[src/rtl/adapter_ul_pack.sv]
// Uplink sample packer: collects eight 32-bit {Q,I} DDC words into the 8-lane
// parallel I/Q buses used by the UTRA-FDD block, with frame alignment and gap timeout.
module adapter_ul_pack #(
    parameter int IQ_BIT_WIDTH   = 16,
    parameter int GAP_TIMEOUT    = 16,
    parameter bit ALIGN_ON_START = 1'b1
) (
    input  logic                      clk_1,
    input  logic                      rst,
    input  logic                      ddc_data_valid,
    input  logic [31:0]               ddc_data,
    input  logic                      ddc_frame_start,
    output logic [8*IQ_BIT_WIDTH-1:0] iq_tx_i,
    output logic [8*IQ_BIT_WIDTH-1:0] iq_tx_q,
    output logic                      iq_tx_data_valid,
    output logic                      align_err,
    output logic                      timeout_err,
    output logic [15:0]               block_count
);

    localparam int         W        = IQ_BIT_WIDTH;
    localparam logic [7:0] GAP_LAST = 8'(GAP_TIMEOUT - 1);

    typedef enum logic {
        SEARCH = 1'b0,
        FILL   = 1'b1
    } state_t;

    state_t state, state_nxt;

    logic [2:0]          lane_cnt, lane_nxt;
    logic [7:0]          gap_cnt, gap_nxt;
    logic [6:0][W-1:0]   stage_i;
    logic [6:0][W-1:0]   stage_q;

    logic [W-1:0] sample_i;
    logic [W-1:0] sample_q;

    logic       wr_en;
    logic [2:0] wr_lane;
    logic       emit;
    logic       align_hit;
    logic       timeout_hit;

    // At 15 bits the top bit of each half-word is simply not selected.
    assign sample_i = ddc_data[W-1:0];
    assign sample_q = ddc_data[16 +: W];

    // State register.
    always_ff @(posedge clk_1) begin
        // NOTE: sequential state uses non-blocking assignments so every register
        // samples pre-edge values regardless of statement order.
        if (rst) begin
            state    <= SEARCH;
            lane_cnt <= 3'd0;
            gap_cnt  <= 8'd0;
        end else begin
            state    <= state_nxt;
            lane_cnt <= lane_nxt;
            gap_cnt  <= gap_nxt;
        end
    end

    // Next-state logic.
    always_comb begin
        state_nxt = state;
        case (state)
            SEARCH: if (wr_en)       state_nxt = FILL;
            FILL:   if (timeout_hit) state_nxt = SEARCH;
            default:                 state_nxt = SEARCH;
        endcase
    end

    // Action decode: which lane is written, and which events fire this cycle.
    always_comb begin
        // NOTE: every output of this block gets a default first, so no path
        // leaves a value unassigned and no latch is inferred.
        wr_en       = 1'b0;
        wr_lane     = 3'd0;
        emit        = 1'b0;
        align_hit   = 1'b0;
        timeout_hit = 1'b0;
        lane_nxt    = lane_cnt;
        gap_nxt     = gap_cnt;
        case (state)
            SEARCH: begin
                gap_nxt = 8'd0;
                if (ddc_data_valid && (ddc_frame_start || !ALIGN_ON_START)) begin
                    wr_en    = 1'b1;
                    lane_nxt = 3'd1;
                end
            end
            FILL: begin
                if (ddc_data_valid) begin
                    gap_nxt = 8'd0;
                    wr_en   = 1'b1;
                    if (ddc_frame_start && lane_cnt != 3'd0) begin
                        align_hit = 1'b1;
                        lane_nxt  = 3'd1;
                    end else begin
                        wr_lane  = lane_cnt;
                        lane_nxt = lane_cnt + 3'd1;
                        emit     = (lane_cnt == 3'd7);
                    end
                end else if (lane_cnt != 3'd0) begin
                    // A valid word in the limit cycle takes the branch above instead.
                    if (gap_cnt == GAP_LAST) begin
                        timeout_hit = 1'b1;
                        lane_nxt    = 3'd0;
                        gap_nxt     = 8'd0;
                    end else begin
                        gap_nxt = gap_cnt + 8'd1;
                    end
                end
            end
            default: ;
        endcase
    end

    // Staging lanes and registered outputs.
    always_ff @(posedge clk_1) begin
        if (rst) begin
            // NOTE: the staging lanes are reset even though every emitted block
            // overwrites all of them; this keeps the post-reset contents defined.
            stage_i          <= '0;
            stage_q          <= '0;
            iq_tx_i          <= '0;
            iq_tx_q          <= '0;
            iq_tx_data_valid <= 1'b0;
            align_err        <= 1'b0;
            timeout_err      <= 1'b0;
            block_count      <= 16'd0;
        end else begin
            iq_tx_data_valid <= emit;
            align_err        <= align_hit;
            timeout_err      <= timeout_hit;
            for (int k = 0; k < 7; k++) begin
                if (wr_en && wr_lane == 3'(k)) begin
                    stage_i[k] <= sample_i;
                    stage_q[k] <= sample_q;
                end
            end
            // Lane 7 bypasses staging and comes straight from the current word.
            if (emit) begin
                iq_tx_i     <= {sample_i, stage_i};
                iq_tx_q     <= {sample_q, stage_q};
                block_count <= block_count + 16'd1;
            end
        end
    end

endmodule
[config.mk]
export PLATFORM = sky130hd
export DESIGN_NAME = adapter_ul_pack
export DESIGN_NICKNAME = d
export VERILOG_FILES = /design/src/rtl/adapter_ul_pack.sv
export SDC_FILE = /design/constraint.sdc
export NUM_CORES = 1
export LEC_CHECK = 0
export ABC_CLOCK_PERIOD_IN_PS = 3400
export CORE_MARGIN = 5
export CORE_UTILIZATION = 65
export CTS_CLUSTER_SIZE = 10
export DETAILED_ROUTE_END_ITERATION = 7
export DONT_BUFFER_PORTS = 1
export HOLD_SLACK_MARGIN = 0.08
export PLACE_DENSITY = 0.77
export SYNTH_ARGS = -nofsm -noshare
export SYNTH_HDL_FRONTEND = slang
export SYNTH_SLANG_ARGS = --single-unit
[constraint.sdc]
create_clock -name clk_1 -period 3.4 [get_ports clk_1]
set_clock_uncertainty 0.15 [all_clocks]
set_input_delay 0.68 -clock clk_1 [delete_from_list [all_inputs] [get_ports clk_1]]
set_output_delay 0.68 -clock clk_1 [all_outputs]
set_load 0.05 [all_outputs]
# Yosys cells after proc, flatten, opt, wreduce, memory -nomap -nowiden
# Index checks and enable logic that the tools add are counted.
dict set report classes {
  n_eq_ne 11
  add_sub_neg 3
  reduce_logical 13
  mux 27
  bitwise_logic 2
}
# cell count
set ops {}
lappend ops {{3-bit two-way mux} 8}
lappend ops {{8-bit two-way mux} 3}
lappend ops {{16-bit by 1-bit adder with 16-bit output, second input constant} 1}
lappend ops {{8-bit case mux with 2 select lines} 1}
lappend ops {{3-bit equality test, second input constant} 4}
lappend ops {{1-bit two-way mux} 12}
lappend ops {{1-bit logical AND} 9}
lappend ops {{8-bit by 1-bit adder with 8-bit output, second input constant} 1}
lappend ops {{8-bit by 4-bit equality test with 1-bit output, second input constant} 1}
lappend ops {{3-bit by 2-bit equality test with 1-bit output, second input constant} 2}
lappend ops {{3-bit by 2-bit != test with 1-bit output, second input constant} 2}
lappend ops {{3-bit case mux with 2 select lines} 1}
lappend ops {{1-bit case mux with 2 select lines} 2}
lappend ops {{3-bit by 1-bit adder with 3-bit output, second input constant} 1}
lappend ops {{3-bit by 1-bit equality test with 1-bit output, second input constant} 1}
lappend ops {{3-bit zero test} 1}
lappend ops {{3-bit AND reduction} 1}
lappend ops {{3-bit nonzero test} 1}
lappend ops {{3-bit OR reduction} 1}
lappend ops {{2-bit != test, second input constant} 1}
lappend ops {{1-bit NOT} 2}
dict set report totals {
  ff_bits 511
}

# Longest topological paths before layout
dict set report depth {
  depth_word 7
  ltp_mapped 10
  ltp_nobuf 6
}

# Worst setup path after synthesis
# OpenSTA, ideal clock, no wires.
dict set report synth_timing {
  path_type {flip-flop to flip-flop}
  start {register lane_cnt[0]}
  end {register iq_tx_i[56]}
  arrival_time_ns 1.880
  synth_period_minus_slack_ns 2.101
  stages_incl_launch_ff 11
  required_time_ns 3.180
  setup_slack_ns 1.299
  path_cell_list {dfxtp_1 > inv_2 > ha_1 > nand2b_1 > buf_2 > a21o_1 > buf_2 > buf_2 > buf_2 > nand2_1 > a21oi_1}
}
dict set report synth_between {
  elab_chain_cells 5
}
# element line_no
set synth_rtl {}
lappend synth_rtl {{start: declaration} 31} ;# logic [2:0] lane_cnt, lane_nxt;
lappend synth_rtl {{start signal: assignment} 59} ;# lane_cnt <= lane_nxt;
lappend synth_rtl {{3-bit nonzero test} 97} ;# if (ddc_frame_start && lane_cnt != 3'd0) begin
lappend synth_rtl {{1-bit logical AND} 97}
lappend synth_rtl {{1-bit two-way mux (*)} 97}
lappend synth_rtl {{1-bit two-way mux (*)} 94} ;# if (ddc_data_valid) begin
lappend synth_rtl {{1-bit two-way mux (*)} 85} ;# case (state)
lappend synth_rtl {{end signal: assignment} 145} ;# iq_tx_i <= {sample_i, stage_i};
lappend synth_rtl {{end: declaration} 13} ;# output logic [8*IQ_BIT_WIDTH-1:0] iq_tx_i,
# Mark *: on every way between the ends. The rest lies on a longest branch, timed or not.
# A chain may end at the register's enable or synchronous reset.

# Worst setup path in the final report
dict set report layout_timing {
  start {register lane_cnt[1]}
  end {register iq_tx_i[86]}
}
# The elaborated chain is that of the path after synthesis.

==> results.md <==
* Post-synth cell types at 41
* Run status: completed
* Syn avg cell area at 7.98 um2
* Chip Width at 178 um
* Setup ws final at 504 ps
* Slew margin rel. at 0.528
* Sequential share of the synthesized area at 0.558
* Main synth FF type: dfxtp_1
* Ant diodes at 0
* Required time worst endpoint at 3710 ps
* CP Class: register to register
* Commonest cells post-synth: nand2_1 (910), dfxtp_1 (511), a21oi_1 (463)
* Synth Net Count at 2,338
* Asr flop ratio synth at 0
* Finished Layout Cells at 2,571
* Largest net degree at the start of global routing at 423
* Post-synthesis register bit count at 511
* RSZ-0062 raised after global routing: false
* CTS buffer count at 57
* Cell taking the most area after synthesis: dfxtp_1
* Dpl cell area at 18,400 um2
* Hold depth at 2
* Vias in the first global route at 13.9k
* First-pass GRT wire length at 75,500 um
* Critical Path Start Type: register
* Share of the synthesized area in the top cell type at 0.558
* # IOs at 311
* Layout cells sized above 1 at 0.0479
* Achievable clock frequency at 345 MHz
* Final instance area at 19,900 um2
* DRT Pass-1 Iters at 7
* Area delta synth->final at 8.58%
* Netlist Area Pre-Place at 18,300 um2
* Final worst path period share at 0.852
* Input/output buffers at 0
* Area contributors post-synth: dfxtp_1 (56%), nand2_1 (19%), a21oi_1 (13%)
* DP Worst Slack at 542 ps
* Post-route DRC at 0
* Endpoints failing hold at 0
* Die area at 31,600 um2
* Ys Warns at 0
* CTS clk-pin slew, worst paths at 60 ps
* CTS max path bufs at 3
* Reg2Reg Depth at 7
* P_leak at 6.38 nW
* Post-synth EDFFs at 0
* Total length of routed wires at 48,800 um
* Worst Hold Class: input pin to register
* Max VDD drop at 0.404 mV
* # rows at 61
* Clk sinks at 511
* CP arrival at 3210 ps
* Max_cap viols at 0
* Least-Margin Pin Slew at 707 ps
* DRT antenna net count at 0
* Postcts setup bufs at 0
* Starting DRC count in detailed routing at 1,659
* Initial core utilization at 0.659
* Synth Instances at 2,297
* Clk_lat worst skew at 560 ps
* Clk root buf: clkbuf_16
* Total core area at 27,800 um2
* Dpl cells at 2,508
* HPWL after DPL at 29,800 um
* Final Setup Violations at 0
* CP max FO at 40
* Count of final max-slew check failures at 0
* FILL cells at 2,204
* PwrDens at 572 nW/um2
* Chip height at 178 um
* GP Congestion at 0.869
* Top-count cell post-synth: nand2_1
* GR Util All Layers at 0.298
* Congestion Overflow GR at 0
* Via density at 5.78
* Setup_tns at 0 ps
* Overall power at 11.4 mW
* CTS tree: yes
* Vias at 14.9k
* CTS H-tree lvls at 2
* Final #Nets at 2,231
* Initial antenna violation count at 0
* Post-cts sizing count at 0
* Wire per inst at 19.0 um
* Area of the multi-input gates at 7300 um2
* Storage cell area at 10,200 um2
* Min cycle time layout at 2900 ps
* Crit. End Element: register
stage by stage:
stage	hold WS, ps	util
2_1_floorplan	282	-
3_3_place_gp	283	0.661
3_5_place_dp	290	0.661
4_1_cts	80.1	0.716
5_1_grt	87.4	0.716
6_report	97.9	0.716
repair_timing:
item | CTS | global route
endpoints found under the setup margin | 0 | 0
hold endpoints to repair | 115 | 0
hold buffers | 1 | 0
sequential cells by signal (all words and copies together), names as in the netlist, 3 cells and up:
signal,count
iq_tx_i,128
iq_tx_q,128
stage_i,112
stage_q,112
block_count,16
gap_cnt,8
lane_cnt,3
where the power goes:
group / internal, mW / switching [mW]
Combinational: 0.0666 / 0.0859
Sequential: 6.03 / 0.0253
Clock: 3.02 / 2.15
Total: 9.12 / 2.27
cell families (layout without fill, tap and decap cells):
kind of cell | count (synthesis) | in the layout | share of synthesized area
multiplexers | 33 | 33 | 0.0180
flip-flops | 511 | 511 | 0.558
AO/OA/AOI/OAI | 488 | 488 | 0.136
XOR/XNOR | 10 | 10 | 0.00478
adder cells (fa/ha/maj) | 5 | 5 | 0.00342
buffers and inverters | 203 | 99 | 0.0458
AND/OR/NAND/NOR | 1047 | 1047 | 0.234
cell usage in the layout (no fill, tap or decap), types with 5 or more instances in the layout:
master	n
a21oi_1	463
buf_12	9
buf_4	21
clkbuf_16	59
dfxtp_1	511
ha_1	5
mux2i_1	33
nand2_1	910
nand2b_1	68
nand3_1	9
nand4_1	8
nor2_1	15
o21ai_0	10
or3_1	9
or4_1	5
xnor2_1	7
area by class of cell:
| type | instances | share of cell area |
|---|---|---|
| Clock buffer | 60 | 0.0744 |
| Clock inverter | 2 | 0.000881 |
| Inverter | 6 | 0.00113 |
| Multi-Input combinational cell | 1583 | 0.367 |
| Sequential cell | 511 | 0.514 |
| Tap cell | 378 | 0.0238 |
| Timing Repair Buffer | 31 | 0.0184 |
worst paths after layout:
| kind | to | from | slack, ps |
|---|---|---|---|
| max | iq_tx_i[86] | lane_cnt[1] | 500 |
| min reg2reg | iq_tx_q[106] | stage_q[106] | 300 |
| min | stage_q[88] | ddc_data[24] | 100 |
| max reg2reg | iq_tx_i[86] | lane_cnt[1] | 500 |
critical path, cell delays in order (launching register included):
cell and delay, ps:
dfxtp_1 580, inv_2 180, ha_1 290, nand2b_1 410, a21o_4 620, buf_12 270, nand2_1 90, a21oi_1 180
metal layers:
layer,up-vias,routed length (um),track usage
met5,-,0,0
met4,0,1880,0.118
met3,128,4630,0.0899
met2,555,23400,0.496
met1,7030,18900,0.363
li1,7154,-,-
Power figures use the tool's default switching activity.
